[config.mk]
export PLATFORM = sky130hd
export DESIGN_NAME = cga_vram_arbiter
export DESIGN_NICKNAME = d
export VERILOG_FILES = /design/src/rtl/cga_pkg.sv /design/src/rtl/cga_bus_sync.sv /design/src/rtl/cga_vram_arbiter.sv
export SDC_FILE = /design/constraint.sdc
export NUM_CORES = 1
export LEC_CHECK = 0
export ABC_AREA = 0
export CAP_MARGIN = 25
export CORE_UTILIZATION = 40
export DETAILED_ROUTE_END_ITERATION = 16
export GPL_TIMING_DRIVEN = 0
export PLACE_DENSITY = 0.81
export SYNTH_ARGS = -nofsm -noshare
export SYNTH_HDL_FRONTEND = slang
export SYNTH_SLANG_ARGS = --single-unit
[constraint.sdc]
create_clock -name clk -period 5.6 [get_ports clk]
set_clock_uncertainty 0.15 [all_clocks]
set_input_delay 1.12 -clock clk [delete_from_list [all_inputs] [get_ports clk]]
set_output_delay 1.12 -clock clk [all_outputs]
set_load 0.03 [all_outputs]
[src/rtl/cga_pkg.sv]
// Shared types and default constants for the CGA video RAM arbiter.
// Latency: n/a (package only).
// Backpressure: n/a (package only).
package cga_pkg;

    typedef enum logic [2:0] {
        ST_IDLE   = 3'd0,
        ST_WAIT   = 3'd1,
        ST_ACCESS = 3'd2,
        ST_LATCH  = 3'd3,
        ST_DONE   = 3'd4
    } arb_state_t;

    // Parked CPU cycle: direction, 16K-window offset and write data.
    typedef struct packed {
        logic        is_wr;
        logic [13:0] addr;
        logic [7:0]  dat;
    } cpu_req_t;

    localparam logic [19:0] FB_BASE_DEF    = 20'hB8000;
    localparam logic [19:0] FB_DECODE_MASK = 20'hF8000;
    localparam logic [4:0]  RAM_BANK_DEF   = 5'b00010;
    localparam logic [4:0]  SLOT_START_DEF = 5'd17;
    localparam logic [4:0]  SLOT_END_DEF   = 5'd20;

    function automatic logic fb_hit(input logic [19:0] a, input logic [19:0] base);
        return (a & FB_DECODE_MASK) == (base & FB_DECODE_MASK);
    endfunction

    function automatic logic in_slot(input logic [4:0] seq, input logic [4:0] lo,
                                     input logic [4:0] hi);
        return (seq >= lo) && (seq <= hi);
    endfunction

endpackage

[src/rtl/cga_bus_sync.sv]
// Two-flop synchronizer for the ISA memory strobes with edge pulses.
// Latency: synced level and edge pulses appear 2 clk after the strobe moves.
// Backpressure: none; pure sampling of free-running async strobes.
module cga_bus_sync (
    input  logic clk,
    input  logic reset_l,
    input  logic memr_l,
    input  logic memw_l,
    output logic memr_s,
    output logic memw_s,
    output logic memr_fall,
    output logic memw_fall,
    output logic memr_rise,
    output logic memw_rise
);

    logic [1:0] r_sync;
    logic [1:0] w_sync;
    logic       r_q;
    logic       w_q;

    // Strobes are active-low, so everything resets to the released level.
    always_ff @(posedge clk or negedge reset_l) begin
        if (!reset_l) begin
            r_sync <= 2'b11;
            w_sync <= 2'b11;
            r_q    <= 1'b1;
            w_q    <= 1'b1;
        end else begin
            r_sync <= {r_sync[0], memr_l};
            w_sync <= {w_sync[0], memw_l};
            r_q    <= r_sync[1];
            w_q    <= w_sync[1];
        end
    end

    assign memr_s    = r_sync[1];
    assign memw_s    = w_sync[1];
    assign memr_fall = r_q & ~r_sync[1];
    assign memw_fall = w_q & ~w_sync[1];
    assign memr_rise = ~r_q & r_sync[1];
    assign memw_rise = ~w_q & w_sync[1];

endmodule

[src/rtl/cga_vram_arbiter.sv]
// Shares the single-port CGA VRAM between display fetches and ISA CPU cycles.
// Latency: best case sync 2 clk + ACCESS + LATCH; worst case one sequencer period + 3 clk.
// Backpressure: bus_rdy held low while a CPU cycle is parked; display always wins the RAM.
module cga_vram_arbiter
    import cga_pkg::*;
#(
    parameter logic [19:0] FB_BASE      = FB_BASE_DEF,
    parameter logic [4:0]  RAM_BANK     = RAM_BANK_DEF,
    parameter logic [4:0]  SLOT_START   = SLOT_START_DEF,
    parameter logic [4:0]  SLOT_END     = SLOT_END_DEF,
    parameter bit          USE_BUS_WAIT = 1'b1
) (
    input  logic        clk,
    input  logic        reset_l,
    input  logic [19:0] bus_a,
    input  logic        bus_memr_l,
    input  logic        bus_memw_l,
    input  logic        bus_aen,
    input  logic [7:0]  bus_d,
    output logic [7:0]  bus_out,
    output logic        bus_dir,
    output logic        bus_rdy,
    input  logic [4:0]  clk_seq,
    input  logic        vram_read,
    input  logic [18:0] disp_addr,
    output logic [18:0] ram_a,
    output logic        ram_we_l,
    output logic [7:0]  ram_wd,
    input  logic [7:0]  ram_d
);

    logic memr_s, memw_s, memr_fall, memw_fall, memr_rise, memw_rise;

    cga_bus_sync u_sync (
        .clk       (clk),
        .reset_l   (reset_l),
        .memr_l    (bus_memr_l),
        .memw_l    (bus_memw_l),
        .memr_s    (memr_s),
        .memw_s    (memw_s),
        .memr_fall (memr_fall),
        .memw_fall (memw_fall),
        .memr_rise (memr_rise),
        .memw_rise (memw_rise)
    );

    arb_state_t  state_q, state_d;
    cpu_req_t    req_q;
    logic [7:0]  rd_latch;
    logic        req_hit, rd_req, wr_req;
    logic [4:0]  seq_next;
    logic        slot_ok;
    logic        rdy_fsm, cpu_sel, we_l, dir;

    // A strobe that falls while the other is still low is ignored.
    assign req_hit  = fb_hit(bus_a, FB_BASE) & ~bus_aen;
    assign rd_req   = memr_fall & memw_s & req_hit;
    assign wr_req   = memw_fall & memr_s & req_hit;

    // The grant decision is registered, so look one phase ahead to land ACCESS in the slot.
    assign seq_next = clk_seq + 5'd1;
    assign slot_ok  = in_slot(seq_next, SLOT_START, SLOT_END);

    always_comb begin
        state_d = state_q;
        rdy_fsm = 1'b1;
        cpu_sel = 1'b0;
        we_l    = 1'b1;
        dir     = 1'b0;
        case (state_q)
            ST_IDLE: begin
                if (rd_req || wr_req) state_d = ST_WAIT;
            end
            ST_WAIT: begin
                rdy_fsm = 1'b0;
                // A display retry out of ACCESS can swallow the rise edge, so the level counts too.
                if (!req_q.is_wr && (memr_rise || memr_s)) state_d = ST_IDLE;
                else if (slot_ok && !vram_read)            state_d = ST_ACCESS;
            end
            ST_ACCESS: begin
                rdy_fsm = 1'b0;
                if (vram_read) begin
                    state_d = ST_WAIT;
                end else begin
                    cpu_sel = 1'b1;
                    we_l    = ~req_q.is_wr;
                    state_d = ST_LATCH;
                end
            end
            ST_LATCH: begin
                rdy_fsm = 1'b0;
                state_d = ST_DONE;
            end
            ST_DONE: begin
                dir = ~req_q.is_wr & ~memr_s;
                if (req_q.is_wr ? (memw_s || memw_rise) : (memr_s || memr_rise))
                    state_d = ST_IDLE;
            end
            default: state_d = ST_IDLE;
        endcase
    end

    always_ff @(posedge clk or negedge reset_l) begin
        if (!reset_l) begin
            state_q  <= ST_IDLE;
            req_q    <= '0;
            rd_latch <= 8'h00;
        end else begin
            state_q <= state_d;
            if (state_q == ST_IDLE && (rd_req || wr_req))
                req_q <= '{is_wr: wr_req, addr: bus_a[13:0], dat: bus_d};
            if (state_q == ST_LATCH && !req_q.is_wr)
                rd_latch <= ram_d;
        end
    end

    assign ram_a    = cpu_sel ? {RAM_BANK, req_q.addr} : disp_addr;
    assign ram_we_l = we_l;
    assign ram_wd   = req_q.dat;
    assign bus_dir  = dir;
    assign bus_out  = dir ? rd_latch : 8'h00;
    assign bus_rdy  = USE_BUS_WAIT ? rdy_fsm : 1'b1;

endmodule
==> results.toml <==
[clocking]
clockBufferDepth = 2
clockRootBuffer = "clkbuf_8"
post-cts-setup-buffer-count = 0
htree_num_levels = 2
clk_latency_ns = 0.29
clock_tree_from_tritoncts = "done"
clkTransAtPathRegs_ns = 0.08
tritoncts_num_sinks = 40
cts_resized = 0
tritoncts.num_buffers = 5
cts.hold.buffers_added = 0

[worst_hold_path]
min_to = "u_sync.w_sync[1]$_DFF_PN1_"
min_delay_path_depth = 0
hold_sp = "u_sync.w_sync[0]$_DFF_PN1_"
min-delay-path-class = "reg2reg"

[sta]
min_setup_slack_post_route_ns = 1.02
fmax_mhz = 218
setup_viol = 0
grt_setup_unrepaired = "no"
period_minus_slack_ns = 4.58
worst_pin_slew_ns = 0.888
finalCritPeriodShare_pct = 81.8
maxSlewViolCount = 0
report.final.hold_viol_count = 0
slew_headroom_pct = 40.8
fin_setup_tns_ns = 0

[finish]
area.sequential_um2 = 1010
layout.cells.non_filler = 329
area_growth_syn_to_layout_pct = 63.3
final_common_cell = "clkdlybuf4s50_1"
post_layout_utilization_of_the_core_pct = 68.3
post_route_cells_drive_above_1_share_pct = 28.2
fillers = 406
multi_input_area_um2 = 871
fin_area_um2 = 3250
commonest_cells_after_routing_fill_and_taps_aside = "101 x clkdlybuf4s50_1, 43 x mux2_2, 34 x dfrtp_1, 9 x and2_1, 8 x buf_4"
antennaDiodeCount = 0
number_of_nets_in_the_final_layout = 330

[routing]
drt-wirelength-per-cell_um = 13.9
num_vias = 1588
routed_wirelength_mm = 4.57
dr.pass1.iters = 4
avgViaCountPerCell = 4.83
drcViolationCount = 0
detail-route-antenna-nets = 0
drt_iter0_markers = 52

[critical_path]
timing_worst_setup_path_type = "in2out"
crit_path_start = "vram_read"
r2r_cells = 4
reg2reg_from = "u_sync.w_sync[1]$_DFF_PN1_"
timing.critical_path.fanout_max = 10
cp_arrival_ns = 3.31
worstReg2RegEnd = "ram_wd[4]$_DFFE_PN0P_"
crit_path_end_kind = "output pin"
ff2ff_setup_slack_ns = 3.47
required_ns = 4.33
critical_path.startpoint_type = "input port"

[global_route]
largest_net_degree_at_the_start_of_global_routing = 41
number_of_global_route_vias_before_repair = 1573
overflow = 0
globalRouteTotalUtil_pct = 18.0
grt_pass1_wl_mm = 7.19
antenna_found_initial = 0

[yosys]
mappedNetlistNets = 221
avgSynthCellArea_um2 = 13.1
synth-warning-count = 0
post-synth-top-area-cell = "dfrtp_1"
yosys-top-cells-area = "dfrtp_1 43%, mux2_2 24%, dfstp_2 7.9%, buf_4 3.0%, and2_1 2.8%"
async_flop_share_pct = 100
ys_seq_area_share_pct = 50.8
synth_seq_cells = 40
post_synth_instance_area_um2 = 1990
synthCells = 152
ys_dominant_reg_cell = "dfrtp_1"
synth-edff-count = 0
synthDistinctLibCells = 30
netlist.area_leader.share_pct = 42.8

[placed_design]
io_buffer_count = 102
dpl.cell_count = 321
dp_hpwl_mm = 3.48
worst_case_setup_slack_after_placement_ns = 0.970
gp_congestion = 0.751
place_area_um2 = 3090

[power_and_ir_drop]
p_per_area_nw_per_um2 = 241
total_leakage_power_nw = 1.43
worst_ir_drop_vdd_mv = 0.152

[die]
dieWidth_um = 72.5
die_area_um2 = 5250
chipHeight_um = 72.5
start_util_pct = 41.8
ioPinCount = 104
floorplan.core_area_um2 = 4750
rows = 25

[run]
cap_viol_max_count = 0

[status]
status = "complete, no violations"
routing by layer:
metal	global-route usage [%]	vias up	share of wire, %
met3	4.58	7	7.8
met5	0	-	0
met4	7.19	0	1.6
met1	21.9	760	41
li1	-	752	-
met2	30.6	69	49
cell families (layout without fill, tap and decap cells):
kind of cell	Yosys count	in the layout	synth area share, %
and+or+nand+nor	39	39	11.8
adders and majority gates	3	3	1.89
DFF	40	40	50.8
AOI/OAI and AO/OA	9	9	4.79
buffers and inverters	16	126	5.42
muxes	44	44	24.9
xor gates and xnor gates	1	1	0.441
worst max path at each step:
| stage | slack, ns | endpoint | cells past startpoint |
|---|---|---|---|
| detailed placement | 0.97 | ram_a[3] | 5 |
| CTS | 0.97 | ram_a[3] | 5 |
| finish | 1.02 | ram_a[3] | 5 |
| global route | 0.88 | ram_a[3] | 5 |
| floorplan | 2.13 | ram_a[10] | 3 |
| global placement | 0.99 | ram_a[8] | 5 |
synthesized netlist by cell type, drive strengths merged, types with 2 or more instances:
master and n:
dfstp 6, nand3 3, inv 4, dfrtp 34, buf 12, mux2 44, nor3 2, a41o 2
ha 3, and2 9, nor2b 5, nand3b 4, or2 2, nand2 4, nand2b 2, o32ai 2
nor2 4
flip-flops by register name (all words and copies together), names as in the netlist:
name / cells
u_sync.w_sync: 2
state_q: 3
rd_latch: 8
u_sync.r_q: 1
u_sync.r_sync: 2
req_q: 15
u_sync.w_q: 1
ram_wd: 8
through the flow:
step / power, mW / hold slack [ns]
finish: 0.781 / 0.209
global route: 0.808 / 0.211
CTS: 0.789 / 0.209
detailed placement: 0.462 / 0.197
global placement: 0.459 / 0.195
floorplan: 0.381 / 0.195
where the power goes:
group          switching [mW]  internal [mW]
sequential            0.00959          0.308
combinational          0.0540         0.0838
clock                   0.103          0.223
total                   0.166          0.615
critical path, stage by stage:
cell and delay, ns:
clkdlybuf4s50_1 0.43, nor4b_1 0.45, buf_2 0.35, mux2_2 0.37, clkdlybuf4s50_1 0.59
layout make-up:
class / instances / area share (%)
repair buffers: 102 / 31.3
flip-flops and latches: 40 / 31.1
clock inverters: 3 / 2.78
inverters: 4 / 0.463
well taps: 67 / 2.58
clock buffers: 5 / 2.12
multi-input cells: 96 / 26.8
plain buffers: 12 / 2.85
Note: power is estimated with default switching activity, not from simulation.
